--- src/rtl/issue_ctrl.sv ---
// issue_ctrl: instruction queue and dispatch sequencer in front of the combinational decoder.
//
// Fetched (ins, pc) pairs are buffered in a circular queue of 2**IQ_AW entries. The head entry
// is presented to the decoder. Each cycle the decoded head is dispatched to the ROB and to the
// RS or LSB if all targets can accept it. Dispatch is held after a JALR until its target
// resolves. A flush empties the queue.
//
// Ports
//   clk_in        clock, rising edge
//   rst_in        synchronous active-high reset
//   rdy_in        global ready; 0 freezes all state and suppresses strobes
//   clr_in        pipeline flush
//   fet_vld/ins/pc   fetcher push (instruction word and its PC)
//   iq_full       registered; queue holds IQ_DEPTH entries
//   dec_flg/ins/pc   queue head to the decoder (flg = head valid)
//   dec_optype/opcode  decoder classification of the head
//   rob/rs/lsb_full_in  target back-pressure
//   jalr_done_in  JALR target resolved
//   rob/rs/lsb_push   dispatch strobes (combinational)

module issue_ctrl #(
  parameter int unsigned IQ_AW = 4
) (
  input  logic        clk_in,
  input  logic        rst_in,
  input  logic        rdy_in,
  input  logic        clr_in,
  input  logic        fet_vld,
  input  logic [31:0] fet_ins,
  input  logic [31:0] fet_pc,
  output logic        iq_full,
  output logic        dec_flg,
  output logic [31:0] dec_ins,
  output logic [31:0] dec_pc,
  input  logic [3:0]  dec_optype,
  input  logic [3:0]  dec_opcode,
  input  logic        rob_full_in,
  input  logic        rs_full_in,
  input  logic        lsb_full_in,
  input  logic        jalr_done_in,
  output logic        rob_push,
  output logic        rs_push,
  output logic        lsb_push
);

  localparam int unsigned IqDepth = 2 ** IQ_AW;

  // Decoder classification codes shared with the decoder.
  localparam logic [3:0] TypeJum = 4'd2;
  localparam logic [3:0] TypeLad = 4'd4;
  localparam logic [3:0] TypeStr = 4'd5;
  localparam logic [3:0] OpJalr  = 4'd1;

  localparam logic [IQ_AW:0] CntFull = {1'b1, {IQ_AW{1'b0}}};
  localparam logic [IQ_AW-1:0] PtrOne = {{(IQ_AW-1){1'b0}}, 1'b1};
  localparam logic [IQ_AW:0] CntOne = {{IQ_AW{1'b0}}, 1'b1};

  typedef enum logic [0:0] {StRun, StWaitJalr} state_e;

  logic [31:0] ins_mem [IqDepth];
  logic [31:0] pc_mem  [IqDepth];

  logic [IQ_AW-1:0] head_q, head_d;
  logic [IQ_AW-1:0] tail_q, tail_d;
  logic [IQ_AW:0]   count_q, count_d;
  state_e           state_q, state_d;
  logic             iq_full_q, iq_full_d;

  logic tgt_lsb;
  logic is_jalr;
  logic fire;
  logic push_ok;

  assign dec_flg = (count_q != '0);
  assign dec_ins = ins_mem[head_q];
  assign dec_pc  = pc_mem[head_q];
  assign iq_full = iq_full_q;

  assign tgt_lsb = (dec_optype == TypeLad) || (dec_optype == TypeStr);
  assign is_jalr = (dec_optype == TypeJum) && (dec_opcode == OpJalr);

  always_comb begin
    fire = rdy_in & ~clr_in & dec_flg & (state_q == StRun) & ~rob_full_in
         & (tgt_lsb ? ~lsb_full_in : ~rs_full_in);
  end

  // A push into a full queue is dropped even if the head pops in the same cycle.
  assign push_ok = fet_vld & rdy_in & ~clr_in & (count_q < CntFull);

  assign rob_push = fire;
  assign lsb_push = fire & tgt_lsb;
  assign rs_push  = fire & ~tgt_lsb;

  always_comb begin
    head_d  = head_q;
    tail_d  = tail_q;
    count_d = count_q;
    state_d = state_q;
    if (rdy_in) begin
      if (clr_in) begin
        head_d  = '0;
        tail_d  = '0;
        count_d = '0;
        state_d = StRun;
      end else begin
        if (fire) head_d = head_q + PtrOne;
        if (push_ok) tail_d = tail_q + PtrOne;
        unique case ({push_ok, fire})
          2'b10:   count_d = count_q + CntOne;
          2'b01:   count_d = count_q - CntOne;
          default: count_d = count_q;
        endcase
        unique case (state_q)
          StRun:      if (fire && is_jalr) state_d = StWaitJalr;
          StWaitJalr: if (jalr_done_in) state_d = StRun;
          default:    state_d = StRun;
        endcase
      end
    end
    iq_full_d = (count_d == CntFull);
  end

  always_ff @(posedge clk_in) begin
    if (rst_in) begin
      head_q    <= '0;
      tail_q    <= '0;
      count_q   <= '0;
      state_q   <= StRun;
      iq_full_q <= 1'b0;
    end else begin
      head_q    <= head_d;
      tail_q    <= tail_d;
      count_q   <= count_d;
      state_q   <= state_d;
      iq_full_q <= iq_full_d;
    end
  end

  // Storage has no reset; entries are only observed while counted valid.
  always_ff @(posedge clk_in) begin
    if (push_ok) begin
      ins_mem[tail_q] <= fet_ins;
      pc_mem[tail_q]  <= fet_pc;
    end
  end

endmodule

--- config.mk ---
export PLATFORM = sky130hd
export DESIGN_NAME = issue_ctrl
export DESIGN_NICKNAME = d
export VERILOG_FILES = /design/src/rtl/issue_ctrl.sv
export SDC_FILE = /design/constraint.sdc
export NUM_CORES = 1
export LEC_CHECK = 0
export BUFFER_PORTS_ARGS = -buffer_cell sky130_fd_sc_hd__buf_2
export CAP_MARGIN = 10
export CORE_ASPECT_RATIO = 0.8
export CORE_UTILIZATION = 50
export DETAILED_ROUTE_END_ITERATION = 10
export PLACE_DENSITY = 0.76
export SYNTH_ARGS = -nofsm -noshare
export SYNTH_HDL_FRONTEND = slang
export SYNTH_SLANG_ARGS = --single-unit
--- constraint.sdc ---
create_clock -name clk_in -period 28.9 [get_ports clk_in]
set_input_delay 5.78 -clock clk_in [delete_from_list [all_inputs] [get_ports clk_in]]
set_output_delay 5.78 -clock clk_in [all_outputs]
set_load 0.02 [all_outputs]
==> flow_summary.json, run 1 <==
{
  "reg2reg_slack_ns": 25.42,
  "antenna_found_initial": 11,
  "critPathTopFamily": "simple AND/OR/NAND/NOR gates",
  "crit_top_cell": "buf_2",
  "vias_per_cell": 6.17,
  "critPathKind": "input pin to primary output",
  "path_cells": "buf_2, nor3b_1, mux2i_1, nand2_1, inv_1, buf_2",
  "place_area_um2": 41500,
  "io_pins": 150,
  "post_cts_buffers": 0,
  "synthToLayoutAreaGrowth_pct": 12.8,
  "cp_slowest_stage_delay_ns": 0.43,
  "synth-seq-cells": 1043,
  "die_y_um": 254,
  "worstPathRequired_ns": 23.12,
  "syn_nets": 1655,
  "clockBufferDepth": 3,
  "synth_top_area_share_pct": 77.6,
  "arrival_ns": 7.22,
  "synth_ff_type": "edfxtp_1",
  "drv_cap": 0,
  "cp-end-kind": "primary output",
  "synthMostInstantiatedCell": "edfxtp_1",
  "relSlewSlack_pct": 24.9,
  "synth_cell_types": 39,
  "synthMuxAreaShare_pct": 18.3,
  "critPathLaunchType": "input pin",
  "cts_buffers": 96,
  "finalMaxSlewViolations": 0,
  "synth_edf_count": 1024,
  "drtIter0Drc": 2051,
  "ir_drop_mv": 0.0424,
  "coreArea_um2": 77800,
  "hold_path_class": "flop to flop",
  "nFillCells": 5306,
  "synthTopCellsByCount": "1024 x edfxtp_1, 320 x mux4_2, 27 x buf_6, 24 x clkbuf_1, 21 x nor2_1",
  "grt_max_degree": 133,
  "cts.sinks": 1043,
  "critPathMaxFanout": 6,
  "fmax_mhz": 76.9,
  "clock-skew-final_ns": 0.0181,
  "postSynthCellCount": 1566,
  "ys_warn_count": 0,
  "pwr_density_cell_nw_per_um2": 66.8,
  "min_period_over_period_pct": 45.0,
  "io_buffers": 149,
  "async_flop_share_pct": 0,
  "cpMaxStageDelayCell": "mux2i_1",
  "drt_pre_antenna_iters": 6,
  "route.detailed.drc": 0,
  "first_global_vias": 18753,
  "yosys.area_share.xor_xnor_pct": 0.110,
  "die_x_um": 317,
  "ant_nets": 0,
  "synth_top_family_by_area": "multiplexers",
  "place_inst": 2692,
  "yosys.area_share.simple_pct": 1.05,
  "total_leakage_power_nw": 13.6,
  "stdcell_area_um2": 44700,
  "dp_hpwl_um": 40900,
  "fin_crit_ns": 13.00,
  "seqCellArea_um2": 31100,
  "grt.overflow.total": 0,
  "grt_usage_pct": 21.8,
  "setup_viol": 0,
  "grt_pass1_wl_um": 125000,
  "clock_latency_ns": 0.65,
  "r2r_cells": 12,
  "wl_per_cell_um": 29.9,
  "whs_path_depth": 2,
  "synth_compound_area_share_pct": 0.379,
  "syn_area_um2": 39600,
  "dr_total_vias": 17712,
  "cts_htree_levels": 3,
  "cts_hold_buffers": 0,
  "yosys-top-cells-area": "edfxtp_1 78%, mux4_2 18%, dfxtp_1 0.96%",
  "root_buffer": "clkbuf_16",
  "synth_fa_ha_area_share_pct": 0.253,
  "status": "complete, no violations",
  "instances_no_fill": 2871,
  "worstMarginPinSlew_ns": 1.13,
  "initial_core_util_pct": 51.0,
  "tns_ns": 0,
  "avgSynthCellArea_um2": 25.3,
  "yosys.area.top_type": "edfxtp_1",
  "final_nets": 1856,
  "clk_pin_slew_ns": 0.06,
  "multi_input_area_um2": 8050,
  "layout-drive-gt1-share_pct": 36.1,
  "cp.depth": 6,
  "totalWireLength_um": 85800,
  "ys_seq_area_share_pct": 78.5,
  "cts_tree": "built",
  "finalPower_mw": 2.99,
  "rsz0062_at_grt": "false",
  "rows": 91,
  "cts_resized": 0,
  "path_buf_inv": 3,
  "die-area_um2": 80400,
  "gp_congestion": 0.771,
  "hold_viol": 0
}
## logic make-up (layout without fill, tap and decap cells)
group | Yosys count | in the layout
and+or+nand+nor | 76 | 76
other | 0 | 5
muxes | 325 | 325
xor gates and xnor gates | 5 | 5
AOI/OAI and AO/OA | 22 | 22
adders and majority gates | 8 | 8
DFF | 1043 | 1043
buffers and inverters | 87 | 364
## worst reg2reg max path, stage by stage, from the launching register on
cell       delay, ns
dfxtp_1         0.51
nor2_1          0.16
a2111oi_4       0.51
nand2_1         0.23
inv_1           0.15
ha_1            0.32
xor2_1          0.12
ha_1            0.23
a21oi_1         0.22
mux2i_1         0.33
mux2i_1         0.27
and3_1          0.20
and4_1          0.18
## registers in the layout, indices dropped and copies added (netlist names), named ones only
signal   cells
iq_full      1
state_q      1
head_q       4
tail_q       4
pc_mem     512
count_q      5
ins_mem    512
## layout make-up
cell class,count,share of cell area [%]
multi-input combinational,436,18.0
timing repair buffer,180,2.24
antenna,5,0.0280
clock buffer,120,5.90
tap,1023,2.86
clock inverter,54,1.20
inverter,10,0.0840
sequential,1043,69.7
## metrics by stage
| stage | utilization [%] | worst slack, ns | hold slack [ns] |
|---|---|---|---|
| finish | 57.5 | 15.90 | 0.545 |
| global route | 57.5 | 15.83 | 0.563 |
| CTS | 57.5 | 15.91 | 0.548 |
| detailed placement | 53.4 | 15.92 | 0.532 |
| global placement | 53.4 | 16.07 | 0.513 |
| floorplan | - | 15.66 | 0.479 |
## routing by layer
| metal | GRT usage [%] | up-vias | wire (um) |
|---|---|---|---|
| li1 | - | 7213 | - |
| met1 | 28.7 | 9546 | 32500 |
| met2 | 37.2 | 773 | 44600 |
| met3 | 4.66 | 170 | 6590 |
| met4 | 5.59 | 10 | 2030 |
| met5 | 0 | - | 71 |
## cells in the final DEF, fill, tap and decap left out, types with 5 or more instances in the layout
cell type / instances
edfxtp_1: 1024
mux4_2: 320
buf_2: 149
clkbuf_16: 101
buf_4: 29
clkinv_2: 21
clkinv_1: 19
nor2_1: 17
clkbuf_1: 15
dfxtp_1: 15
a21oi_1: 11
bufinv_16: 11
nand2_1: 10
inv_1: 9
nand3_1: 8
ha_1: 8
diode_2: 5
xor2_1: 5
mux2i_1: 5
## power breakdown
part	switching, mW	total [mW]	internal [mW]
clock	0.535	1.28	0.743
sequential	0.00117	1.66	1.66
combinational	0.0321	0.0445	0.0124
total	0.568	2.99	2.42
## final timing paths
| kind | from | end |
|---|---|---|
| setup reg to reg | count_q[0]$_SDFF_PP0_ | iq_full$_SDFF_PP0_ |
| hold reg to reg | head_q[3]$_SDFFE_PP0P_ | head_q[3]$_SDFFE_PP0P_ |
| hold / removal | head_q[3]$_SDFFE_PP0P_ | head_q[3]$_SDFFE_PP0P_ |
| setup / recovery | dec_optype[1] | rob_push |
Note: power is estimated with default switching activity, not from simulation.
==> inputs of run 2 (changes only) <==
- clock period: 28.9 -> 12.57 ns (I/O delays scaled with it)
==> run 2 against run 1 <==
Net effect: worst setup slack got worse by 11 ns; largest power group unchanged; power increased by 130%; cell count increased by 0.42%.
==> flow_summary.json, run 2 (synthesized netlist as in run 1, its figures left out) <==
{
  "hold_path_class": "flop to flop",
  "clk_pin_slew_ns": 0.06,
  "final_common_cell": "edfxtp_1",
  "coreArea_um2": 77800,
  "cts_resized": 0,
  "rsz0062_at_grt": "false",
  "arrival_ns": 4.69,
  "cts_hold_buffers": 0,
  "worstPathRequired_ns": 10.06,
  "status": "complete, no violations",
  "nFillCells": 5308,
  "critPathLaunchType": "flop",
  "whs_path_depth": 2,
  "hold_viol": 0,
  "totalWireLength_um": 85400,
  "dr_total_vias": 17805,
  "clockBufferDepth": 3,
  "clock-skew-final_ns": 0.0205,
  "final_nets": 1865,
  "grt_usage_pct": 21.6,
  "pwr_density_cell_nw_per_um2": 155,
  "io_buffers": 149,
  "synthToLayoutAreaGrowth_pct": 13.2,
  "ir_drop_mv": 0.101,
  "clock_latency_ns": 0.65,
  "wl_per_cell_um": 29.6,
  "top_regs": "ins_mem (512), pc_mem (512), count_q (5)",
  "drtIter0Drc": 1849,
  "r2r_cells": 5,
  "post-place-ws_ns": 5.88,
  "drv_cap": 0,
  "relSlewSlack_pct": 30.6,
  "route.detailed.drc": 0,
  "min_from": "head_q[0]$_SDFFE_PP0P_",
  "fin_crit_ns": 7.21,
  "fmax_mhz": 139,
  "reg2reg_slack_ns": 9.10,
  "setup_viol": 0,
  "grt_pass1_wl_um": 124000,
  "grt.overflow.total": 0,
  "cp-end-kind": "primary output",
  "finalMaxSlewViolations": 0,
  "initial_core_util_pct": 51.0,
  "critPathKind": "flop to primary output",
  "cts_buffers": 98,
  "ant_nets": 0,
  "total_leakage_power_nw": 13.7,
  "rr_endpoint": "ins_mem[10][26]$_DFFE_PP_",
  "gp_congestion": 0.816,
  "final_cell_mix": "1024 x edfxtp_1, 320 x mux4_2, 149 x buf_2, 99 x clkbuf_16, 38 x buf_4",
  "die-area_um2": 80400,
  "post_cts_buffers": 0,
  "rows": 91,
  "root_buffer": "clkbuf_16",
  "dp_hpwl_um": 42100,
  "cts_htree_levels": 3,
  "io_pins": 150,
  "cts_tree": "built",
  "die_x_um": 317,
  "antenna_found_initial": 13,
  "layout-drive-gt1-share_pct": 36.2,
  "fin_ws_ns": 5.36,
  "drt_pre_antenna_iters": 7,
  "die_y_um": 254,
  "cts.sinks": 1043,
  "first_global_vias": 18350,
  "vias_per_cell": 6.18,
  "r2r-start": "count_q[4]$_SDFF_PP0_",
  "worstMarginPinSlew_ns": 1.04,
  "tns_ns": 0,
  "finalPower_mw": 6.95,
  "critPathMaxFanout": 50,
  "grt_max_degree": 69,
  "min_period_over_period_pct": 57.3
}
-- run 2: cell count changes in the layout (fill, tap and decap cells not counted), moves of 2 or more --
cell	change
inv_6	+3
bufinv_16	+6
buf_12	-2
clkbuf_8	-4
clkbuf_16	-2
clkinv_2	-6
buf_4	+9
clkinv_1	+7
-- run 2: metrics by stage --
stage	std cells	instance area, um^2	util [%]	hold WS (ns)
detailed placement	2699	41500	53.4	0.521
finish	2883	44900	57.7	0.537
global route	2882	44900	57.7	0.559
floorplan	1566	39600	-	0.479
CTS	2879	44800	57.7	0.538
global placement	2699	41500	53.4	0.508
-- run 2: how the worst max path moves through the flow --
stage,endpoint,start
2_1_floorplan,ins_mem[0][0]$_DFFE_PP_,clr_in
6_report,dec_pc[16],flop
5_1_grt,dec_pc[16],flop
3_3_place_gp,dec_ins[4],flop
3_5_place_dp,dec_ins[4],flop
4_1_cts,dec_pc[16],flop
-- run 2: area by class of cell --
type                            count  area [um^2]  share of cell area (%)
Timing Repair Buffer              187         1030                    2.30
Multi-Input combinational cell    436         8050                    18.0
Clock inverter                     65          759                    1.69
Sequential cell                  1043        31100                    69.4
Clock buffer                      115         2540                    5.66
Inverter                           10         37.5                  0.0837
Antenna cell                        4         10.0                  0.0223
Tap cell                         1023         1280                    2.85
-- run 2: routing by layer --
metal  track usage, %  vias to the layer above  wire (um)
met3             4.49                      139       6280
met1             28.5                     9616      32800
met5                0                        -         80
met2             36.9                      800      44600
met4             5.54                       12       1710
li1                 -                     7238          -
-- run 2: power by group --
part	internal, mW	total [mW]	switching [mW]
combinational	0.0286	0.101	0.0727
sequential	3.82	3.83	0.00246
clock	1.79	3.03	1.24
-- run 2: worst max-delay path: stages, from the launching register on --
cell and delay (ns):
dfxtp_4 0.97, buf_4 0.76, buf_4 0.91, mux4_2 0.64, mux4_2 0.52, buf_2 0.18
